### config.mk
export PLATFORM = sky130hd
export DESIGN_NAME = chunk_adder
export DESIGN_NICKNAME = d
export VERILOG_FILES = /design/src/rtl/chunk_adder_pkg.sv /design/src/rtl/chunk_adder_add.sv /design/src/rtl/chunk_adder.sv
export SDC_FILE = /design/constraint.sdc
export NUM_CORES = 1
export LEC_CHECK = 0
export ABC_AREA = 1
export BUFFER_PORTS_ARGS = -buffer_cell sky130_fd_sc_hd__buf_2
export CAP_MARGIN = 20
export CORE_MARGIN = 2
export CORE_UTILIZATION = 35
export CTS_CLUSTER_DIAMETER = 30
export CTS_CLUSTER_SIZE = 25
export DETAILED_ROUTE_END_ITERATION = 8
export PLACE_DENSITY = 0.69
export SLEW_MARGIN = 10
export SYNTH_ARGS = -nofsm -noshare
export SYNTH_HDL_FRONTEND = slang
export SYNTH_SLANG_ARGS = --single-unit
### constraint.sdc
create_clock -name clk -period 1.4 [get_ports clk]
set_input_delay 0.14 -clock clk [delete_from_list [all_inputs] [get_ports clk]]
set_output_delay 0.14 -clock clk [all_outputs]
set_load 0.05 [all_outputs]
### src/rtl/chunk_adder_pkg.sv
// Shared types and helpers for the sliced multi-cycle adder.
package chunk_adder_pkg;

  typedef enum logic [1:0] {
    IDLE = 2'd0,
    RUN  = 2'd1,
    DONE = 2'd2
  } state_e;

  // Width of the slice index; never below one bit.
  function automatic int clog2(input int n);
    int r;
    r = 0;
    for (int v = n - 1; v > 0; v = v >> 1) r++;
    return (r < 1) ? 1 : r;
  endfunction

endpackage

### src/rtl/chunk_adder_add.sv
// Parametrised combinational ripple adder used as the per-slice adder.
module add #(
  parameter int W = 4
) (
  input  logic [W-1:0] a,
  input  logic [W-1:0] b,
  input  logic         ci,
  output logic [W-1:0] s,
  output logic         co
);

  assign {co, s} = {1'b0, a} + {1'b0, b} + {{W{1'b0}}, ci};

endmodule

### src/rtl/chunk_adder.sv
// Multi-cycle add/sub, one CHUNK-bit slice per clock with registered carry.
// CHUNK_ADDER_OVF_EN compiles in the signed-overflow capture and flag.
module chunk_adder
  import chunk_adder_pkg::*;
#(
  parameter int WIDTH = 16,
  parameter int CHUNK = 4
) (
  input  logic             clk,
  input  logic             rst,
  input  logic             in_valid,
  output logic             in_ready,
  input  logic [WIDTH-1:0] a,
  input  logic [WIDTH-1:0] b,
  input  logic             cin,
  input  logic             sub,
  output logic             out_valid,
  input  logic             out_ready,
  output logic [WIDTH-1:0] sum,
  output logic             cout,
  output logic             ovf
);

  localparam int NCHUNK = WIDTH / CHUNK;
  localparam int IW = clog2(NCHUNK);
  localparam logic [IW-1:0] LAST = IW'(NCHUNK - 1);

  if (CHUNK < 1 || WIDTH % CHUNK != 0) begin : g_bad_cfg
    $error("chunk_adder: WIDTH must be a multiple of CHUNK");
  end

  state_e state_q, state_d;

  logic [WIDTH-1:0] a_q, a_d;
  logic [WIDTH-1:0] b_q, b_d;
  logic [WIDTH-1:0] res_q, res_d;
  logic [WIDTH-1:0] res_in;
  logic [IW-1:0]    idx_q, idx_d;
  logic             c_q, c_d;
  logic             cout_q, cout_d;

  logic [CHUNK-1:0] sl_s;
  logic             sl_c;
  logic             accept;
  logic             step;
  logic             last;

  add #(CHUNK) u_add (
    .a  (a_q[CHUNK-1:0]),
    .b  (b_q[CHUNK-1:0]),
    .ci (c_q),
    .s  (sl_s),
    .co (sl_c)
  );

  // Result fills from the top so slice 0 ends up in the LSBs.
  if (CHUNK == WIDTH) begin : g_one
    assign res_in = sl_s;
  end else begin : g_many
    assign res_in = {sl_s, res_q[WIDTH-1:CHUNK]};
  end

  always_ff @(posedge clk or posedge rst) begin
    if (rst) state_q <= IDLE;
    else     state_q <= state_d;
  end

  always_comb begin
    state_d = state_q;
    unique case (state_q)
      IDLE:    if (in_valid) state_d = RUN;
      RUN:     if (idx_q == LAST) state_d = DONE;
      DONE:    if (out_ready) state_d = IDLE;
      default: state_d = IDLE;
    endcase
  end

  always_comb begin
    in_ready  = (state_q == IDLE);
    out_valid = (state_q == DONE);
    accept    = in_ready && in_valid;
    step      = (state_q == RUN);
    last      = step && (idx_q == LAST);
  end

  always_comb begin
    a_d    = a_q;
    b_d    = b_q;
    c_d    = c_q;
    idx_d  = idx_q;
    res_d  = res_q;
    cout_d = cout_q;
    if (accept) begin
      a_d   = a;
      b_d   = sub ? ~b : b;
      c_d   = sub ? 1'b1 : cin;
      idx_d = '0;
    end else if (step) begin
      a_d   = a_q >> CHUNK;
      b_d   = b_q >> CHUNK;
      c_d   = sl_c;
      idx_d = idx_q + 1'b1;
      res_d = res_in;
      if (last) cout_d = sl_c;
    end
  end

  always_ff @(posedge clk or posedge rst) begin
    if (rst) begin
      a_q    <= '0;
      b_q    <= '0;
      c_q    <= 1'b0;
      idx_q  <= '0;
      res_q  <= '0;
      cout_q <= 1'b0;
    end else begin
      a_q    <= a_d;
      b_q    <= b_d;
      c_q    <= c_d;
      idx_q  <= idx_d;
      res_q  <= res_d;
      cout_q <= cout_d;
    end
  end

  assign sum  = res_q;
  assign cout = cout_q;

`ifdef CHUNK_ADDER_OVF_EN
  logic am_q, am_d;
  logic bm_q, bm_d;
  logic ovf_q, ovf_d;

  always_comb begin
    am_d  = am_q;
    bm_d  = bm_q;
    ovf_d = ovf_q;
    if (accept) begin
      am_d = a[WIDTH-1];
      bm_d = sub ? ~b[WIDTH-1] : b[WIDTH-1];
    end else if (last) begin
      ovf_d = (am_q == bm_q) && (sl_s[CHUNK-1] != am_q);
    end
  end

  always_ff @(posedge clk or posedge rst) begin
    if (rst) begin
      am_q  <= 1'b0;
      bm_q  <= 1'b0;
      ovf_q <= 1'b0;
    end else begin
      am_q  <= am_d;
      bm_q  <= bm_d;
      ovf_q <= ovf_d;
    end
  end

  assign ovf = ovf_q;
`else
  assign ovf = 1'b0;
`endif

endmodule

==> results.json, run 1 <==
{
  "leakage_uw": 0.00163,
  "hold_ws_ns": 0.00615,
  "start_util": 0.359,
  "fin_util": 0.433,
  "finClkSkew_ns": 0.0107,
  "violations": "setup timing",
  "synth.cell_area_um2": 2590,
  "startpoint_type": "flop",
  "worst_slack_ns": -0.109,
  "first_pass_iters": 4,
  "cts-root-buf": "clkbuf_8",
  "synth_nets": 344,
  "finalHoldViolCount": 0,
  "grt_pass1_vias": 2114,
  "critPathKind": "reg -> reg",
  "finalNetCount": 405,
  "yosysSeqAreaShare": 0.521,
  "endpoint_kind": "flop",
  "synth_seq_cells": 54,
  "final_antenna_net_count": 0,
  "status": "complete, but fails checks",
  "min_path_cells": 2,
  "gp_congestion": 0.785,
  "fp.coreArea_um2": 7210,
  "port_buffers": 56,
  "syn_inst": 300,
  "hpwl_mm": 3.74,
  "p_total_uw": 7370,
  "ir_drop_mv": 0.787,
  "p_per_area_nw_per_um2": 2360,
  "fin_area_um2": 3120,
  "die_w_um": 90.0,
  "cts_inserted_buffers": 5,
  "synth-main-ff-cell": "dfrtp_1",
  "cts_max_level": 2,
  "grt-ovfl-total": 0,
  "dp.cells": 450,
  "clockBufferDepth": 2,
  "clk_pin_slew_ns": 0.10,
  "io_pins": 58,
  "slew_viol_final": 0,
  "timing.fmax_mhz": 663,
  "synth_warnings": 0,
  "setup-violations-final": 4,
  "wl_per_cell_um": 11.8,
  "clk_latency_ns": 0.31,
  "grt_pass1_wl_mm": 9.80,
  "cp.arrival_ns": 1.71,
  "grt_max_degree": 55,
  "num_vias": 2060,
  "rows": 31,
  "final.period_utilization": 1.08,
  "drive_gt1_frac": 0.255,
  "final.min_clock_period_ns": 1.51,
  "clkSinkCount": 54,
  "ff2ff_path_depth": 8,
  "cts_tree": "yes",
  "die_h_um": 90.0,
  "place_area_um2": 2990,
  "rsz0062_at_grt": "yes",
  "worstPathMaxFanout": 2,
  "drt-total-wl_mm": 5.41,
  "hp-class": "in -> reg",
  "maxCapViolCount": 0,
  "grt_antenna_before_repair": 0,
  "drt_iter0_markers": 116,
  "syn2layout_area_growth_pct": 20.4,
  "drc": 0,
  "syn_area_per_cell_um2": 8.64,
  "synth.distinct_cells": 26,
  "grt_use_total": 0.148,
  "dieArea_um2": 8110,
  "cp.required_ns": 1.60,
  "synthArstFlopShare": 1.00,
  "insertedDiodeCount": 0,
  "vias_per_cell": 4.48,
  "stdcell_count": 460,
  "synth-edff-count": 0
}
## cells in the final DEF (no fill, tap or decap), types with 2 or more instances in the layout
master,instances
clkbuf_8,5
nand2_2,2
o22ai_1,3
inv_1,14
xnor2_1,4
buf_12,2
o21ai_0,3
buf_2,56
nand3_1,16
nor2_1,2
clkinvlp_4,3
xor2_1,12
o21ai_1,22
dfrtp_1,53
o21ai_2,2
inv_2,4
ha_1,4
nand2_1,127
buf_4,9
o211ai_1,4
nand2_4,2
fa_2,2
## synth_stat cells, types with 2 or more instances
master,instances,area (um^2)
nand2_4,2,22.5
nand2_1,128,480
o21ai_1,24,120
xor2_1,12,105
nand3_1,17,85.1
inv_2,2,7.51
dfrtp_1,54,1350
ha_1,4,50.1
buf_4,6,45.0
o211ai_1,4,30.0
xnor2_1,4,35.0
buf_2,3,15.0
inv_4,2,12.5
buf_6,4,45.0
fa_1,2,40.0
o22ai_1,3,18.8
inv_1,17,63.8
nor2_1,2,7.51
o21ai_0,3,15.0
## path summary, 6_finish.rpt
| kind | from | endpoint | slack [ns] |
|---|---|---|---|
| setup / recovery | c_q | c_q | -0.11 |
| hold reg to reg | sum[2] | sum[2] | 0.48 |
| setup reg to reg | c_q | c_q | -0.11 |
| min in group asynchronous | rst | sum[7] | 0.44 |
| max in group asynchronous | rst | state_q[0] | 0.72 |
| hold / removal | out_ready | state_q[1] | 0.006 |
## where the power goes
part           switching [uW]  leakage (uW)  internal [uW]
combinational            2610      0.000909           1260
clock                     511     0.0000362            343
sequential                415      0.000687           2240
## final cells by class
cell class | instances | area [um^2]
Clock buffer | 5 | 68.8
Clock inverter | 2 | 15.0
Fill cell | 754 | 4090
Inverter | 21 | 90.1
Multi-Input combinational cell | 211 | 1070
Sequential cell | 54 | 1350
Tap cell | 99 | 124
Timing Repair Buffer | 68 | 398
## metal layers
layer,vias up,routed length [um],global-route usage
met5,-,0,0
met4,0,21,0.0423
met3,2,242,0.0293
met2,51,2600,0.242
met1,947,2540,0.200
li1,1060,-,-
## cell families after synthesis
group	count (synthesis)	synth area share
compound gates	37	0.0792
xor+xnor	16	0.0541
fa+ha+maj	6	0.0348
buf+inv	35	0.0744
flops	54	0.521
other cells	1	0.00145
simple gates	151	0.235
## state kept, by name, summed over array words and instances, names as in the netlist
signal	flops
a_q	16
b_q	16
c_q	1
cout	1
idx_q	2
state_q	2
sum	16
## repair_timing
action | CTS | global route
gates resized for setup | 1 | 6
pin swaps | 2 | 3
setup endpoints to repair | 4 | 13
gates cloned | 0 | 0
hold endpoints to repair | 54 | 0
setup buffers | 2 | 0
hold buffers | 1 | 0
## worst max-delay path: stages, from the launching register on
cell and delay [ns]:
dfrtp_1 0.43, fa_2 0.40, inv_2 0.06, fa_2 0.20, inv_2 0.04, nand2_2 0.06, nand3_2 0.06, nand3_1 0.07
nand3_1 0.07
## through the flow
| stage | setup WS (ns) | TNS [ns] |
|---|---|---|
| 2_1_floorplan | -0.0265 | -0.0497 |
| 3_3_place_gp | -0.0742 | -0.152 |
| 3_5_place_dp | -0.142 | -0.353 |
| 4_1_cts | -0.129 | -0.419 |
| 5_1_grt | -0.204 | -0.787 |
| 6_report | -0.109 | -0.401 |
No activity file was read; power rests on OpenSTA's default activity.
==> inputs of run 2 (changes only) <==
Settings changed: BUFFER_PORTS_ARGS -buffer_cell sky130_fd_sc_hd__buf_2 to unset, DONT_BUFFER_PORTS set to 1, PLACE_DENSITY 0.69 to 0.62.
==> run 2 against run 1 <==
The run still ends with setup timing left. Largest cell class unchanged. Sequential cell count is the same. Sequential share of layout area grew 0.51 points. Utilization shrank 0.50 points. Critical endpoint unchanged. Worst hold slack gained 0.021 ns.
==> results.json, run 2 (synthesized netlist as in run 1, its figures left out) <==
{
  "clockBufferDepth": 2,
  "final_antenna_net_count": 0,
  "fill_cells": 751,
  "gr-usage-met2": 0.241,
  "grt_max_degree": 35,
  "finalHoldViolCount": 0,
  "clkSinkCount": 54,
  "drive_gt1_frac": 0.110,
  "drt-total-wl_mm": 5.41,
  "ir_drop_mv": 0.773,
  "grt_use_met3": 0.0386,
  "timing.fmax_mhz": 671,
  "worstPathMaxFanout": 2,
  "grt_pass1_vias": 2002,
  "grt_use_met1": 0.184,
  "hold-path-endpoint": "b_q[12]",
  "busiest_layer": "met2",
  "min_path_cells": 2,
  "syn2layout_area_growth_pct": 19.0,
  "ff2ff_path_depth": 8,
  "num_vias": 1990,
  "worstMarginPinSlew_ns": 0.520,
  "cp.required_ns": 1.60,
  "hp-class": "in -> reg",
  "die_w_um": 90.0,
  "wl_per_cell_um": 12.7,
  "grt_pass1_wl_mm": 9.45,
  "endpoint_kind": "flop",
  "drc": 0,
  "clk_latency_ns": 0.31,
  "port_buffers": 0,
  "cts_inserted_buffers": 5,
  "regToRegSetupSlack_ns": -0.09,
  "mostFrequentLayoutCells": "nand2_1, dfrtp_1, o21ai_1",
  "rsz0062_at_grt": "yes",
  "final.min_clock_period_ns": 1.49,
  "status": "complete, but fails checks",
  "finalNetCount": 370,
  "startpoint_type": "flop",
  "die_h_um": 90.0,
  "finClkSkew_ns": 0.0145,
  "gp_congestion": 0.734,
  "slew_viol_final": 0,
  "leakage_uw": 0.00151,
  "grt_use_total": 0.142,
  "setup-violations-final": 4,
  "grt_antenna_before_repair": 0,
  "final.period_utilization": 1.06,
  "drt_iter0_markers": 133,
  "violations": "setup timing",
  "maxCapViolCount": 0,
  "insertedDiodeCount": 0,
  "grt-ovfl-total": 0,
  "r2r-start": "a_q[0]",
  "final_common_cell": "nand2_1",
  "vias_per_cell": 4.67,
  "cp.arrival_ns": 1.69,
  "max_slew_margin": 0.654,
  "cts-root-buf": "clkbuf_8",
  "critPathKind": "reg -> reg",
  "worst_slack_ns": -0.0904,
  "first_pass_iters": 4,
  "start_util": 0.359,
  "p_total_uw": 7400,
  "r2r_end": "c_q",
  "dieArea_um2": 8110,
  "cts_max_level": 2,
  "hold_path_startpoint": "b[12]",
  "p_per_area_nw_per_um2": 2400,
  "clk_pin_slew_ns": 0.10,
  "rows": 31,
  "hpwl_mm": 3.56,
  "cts_tree": "yes",
  "fin_setup_tns_ns": -0.333,
  "fp.coreArea_um2": 7210,
  "io_pins": 58
}
[run 2: cell count changes in the layout (fill, tap and decap cells not counted)]
cell,change
o21ai_2,-1
o21ai_1,+1
dlygate4sd3_1,+21
inv_6,+1
clkbuf_8,+1
bufinv_16,+1
buf_2,-56
clkinvlp_4,-2
[run 2: cell type report]
class	count	area [um^2]	share of cell area
inverter	21	90.1	0.0292
timing repair buffer	33	328	0.106
multi-input combinational	211	1070	0.346
clock buffer	6	82.6	0.0268
sequential	54	1350	0.439
clock inverter	2	38.8	0.0126
tap	99	124	0.0402
[run 2: where the power goes]
part	internal [uW]	leakage, uW	switching (uW)	total [uW]
sequential	2220	0.000687	1160	3380
combinational	1120	0.000763	1790	2910
clock	589	0.0000618	520	1110
total	3930	0.00151	3480	7400
[run 2: worst max-delay path by stage]
stage / slack, ns / to / from
detailed placement: -0.11 / c_q / c_q
floorplan: -0.03 / c_q / c_q
global route: -0.18 / c_q / a_q[0]
CTS: -0.1 / c_q / a_q[0]
finish: -0.09 / c_q / a_q[0]
global placement: -0.08 / c_q / c_q
[run 2: metal layers]
metal,wire (um),part of all wire,up-vias
met4,27,0.0050,0
met5,0,0,-
met1,2470,0.46,945
met3,289,0.053,4
li1,-,-,990
met2,2630,0.49,51
[run 2: per-stage QoR]
stage / instance area (um^2) / util / cells / worst slack (ns) / hold slack, ns
global route: 3080 / 0.428 / 426 / -0.177 / 0.0115
CTS: 3080 / 0.427 / 426 / -0.0972 / 0.0131
finish: 3080 / 0.428 / 426 / -0.0904 / 0.0274
detailed placement: 2720 / 0.377 / 395 / -0.112 / 0.0620
global placement: 2720 / 0.377 / 395 / -0.0781 / 0.0606
floorplan: 2600 / - / 300 / -0.0265 / 0.208
[run 2: worst max-delay path: stages (launching register included)]
cell,delay (ns)
dfrtp_1,0.41
fa_2,0.40
inv_2,0.06
fa_2,0.20
inv_2,0.04
nand2_2,0.06
nand3_2,0.07
nand3_1,0.07
nand3_1,0.07
[run 2: what timing repair did]
action | in CTS | in global routing
hold buffers | 22 | 0
pin swaps | 2 | 2
setup endpoints to repair | 4 | 16
gates resized for setup | 4 | 2
endpoints found under the hold margin | 39 | 0
gates cloned | 0 | 0
buffers inserted | 1 | 0
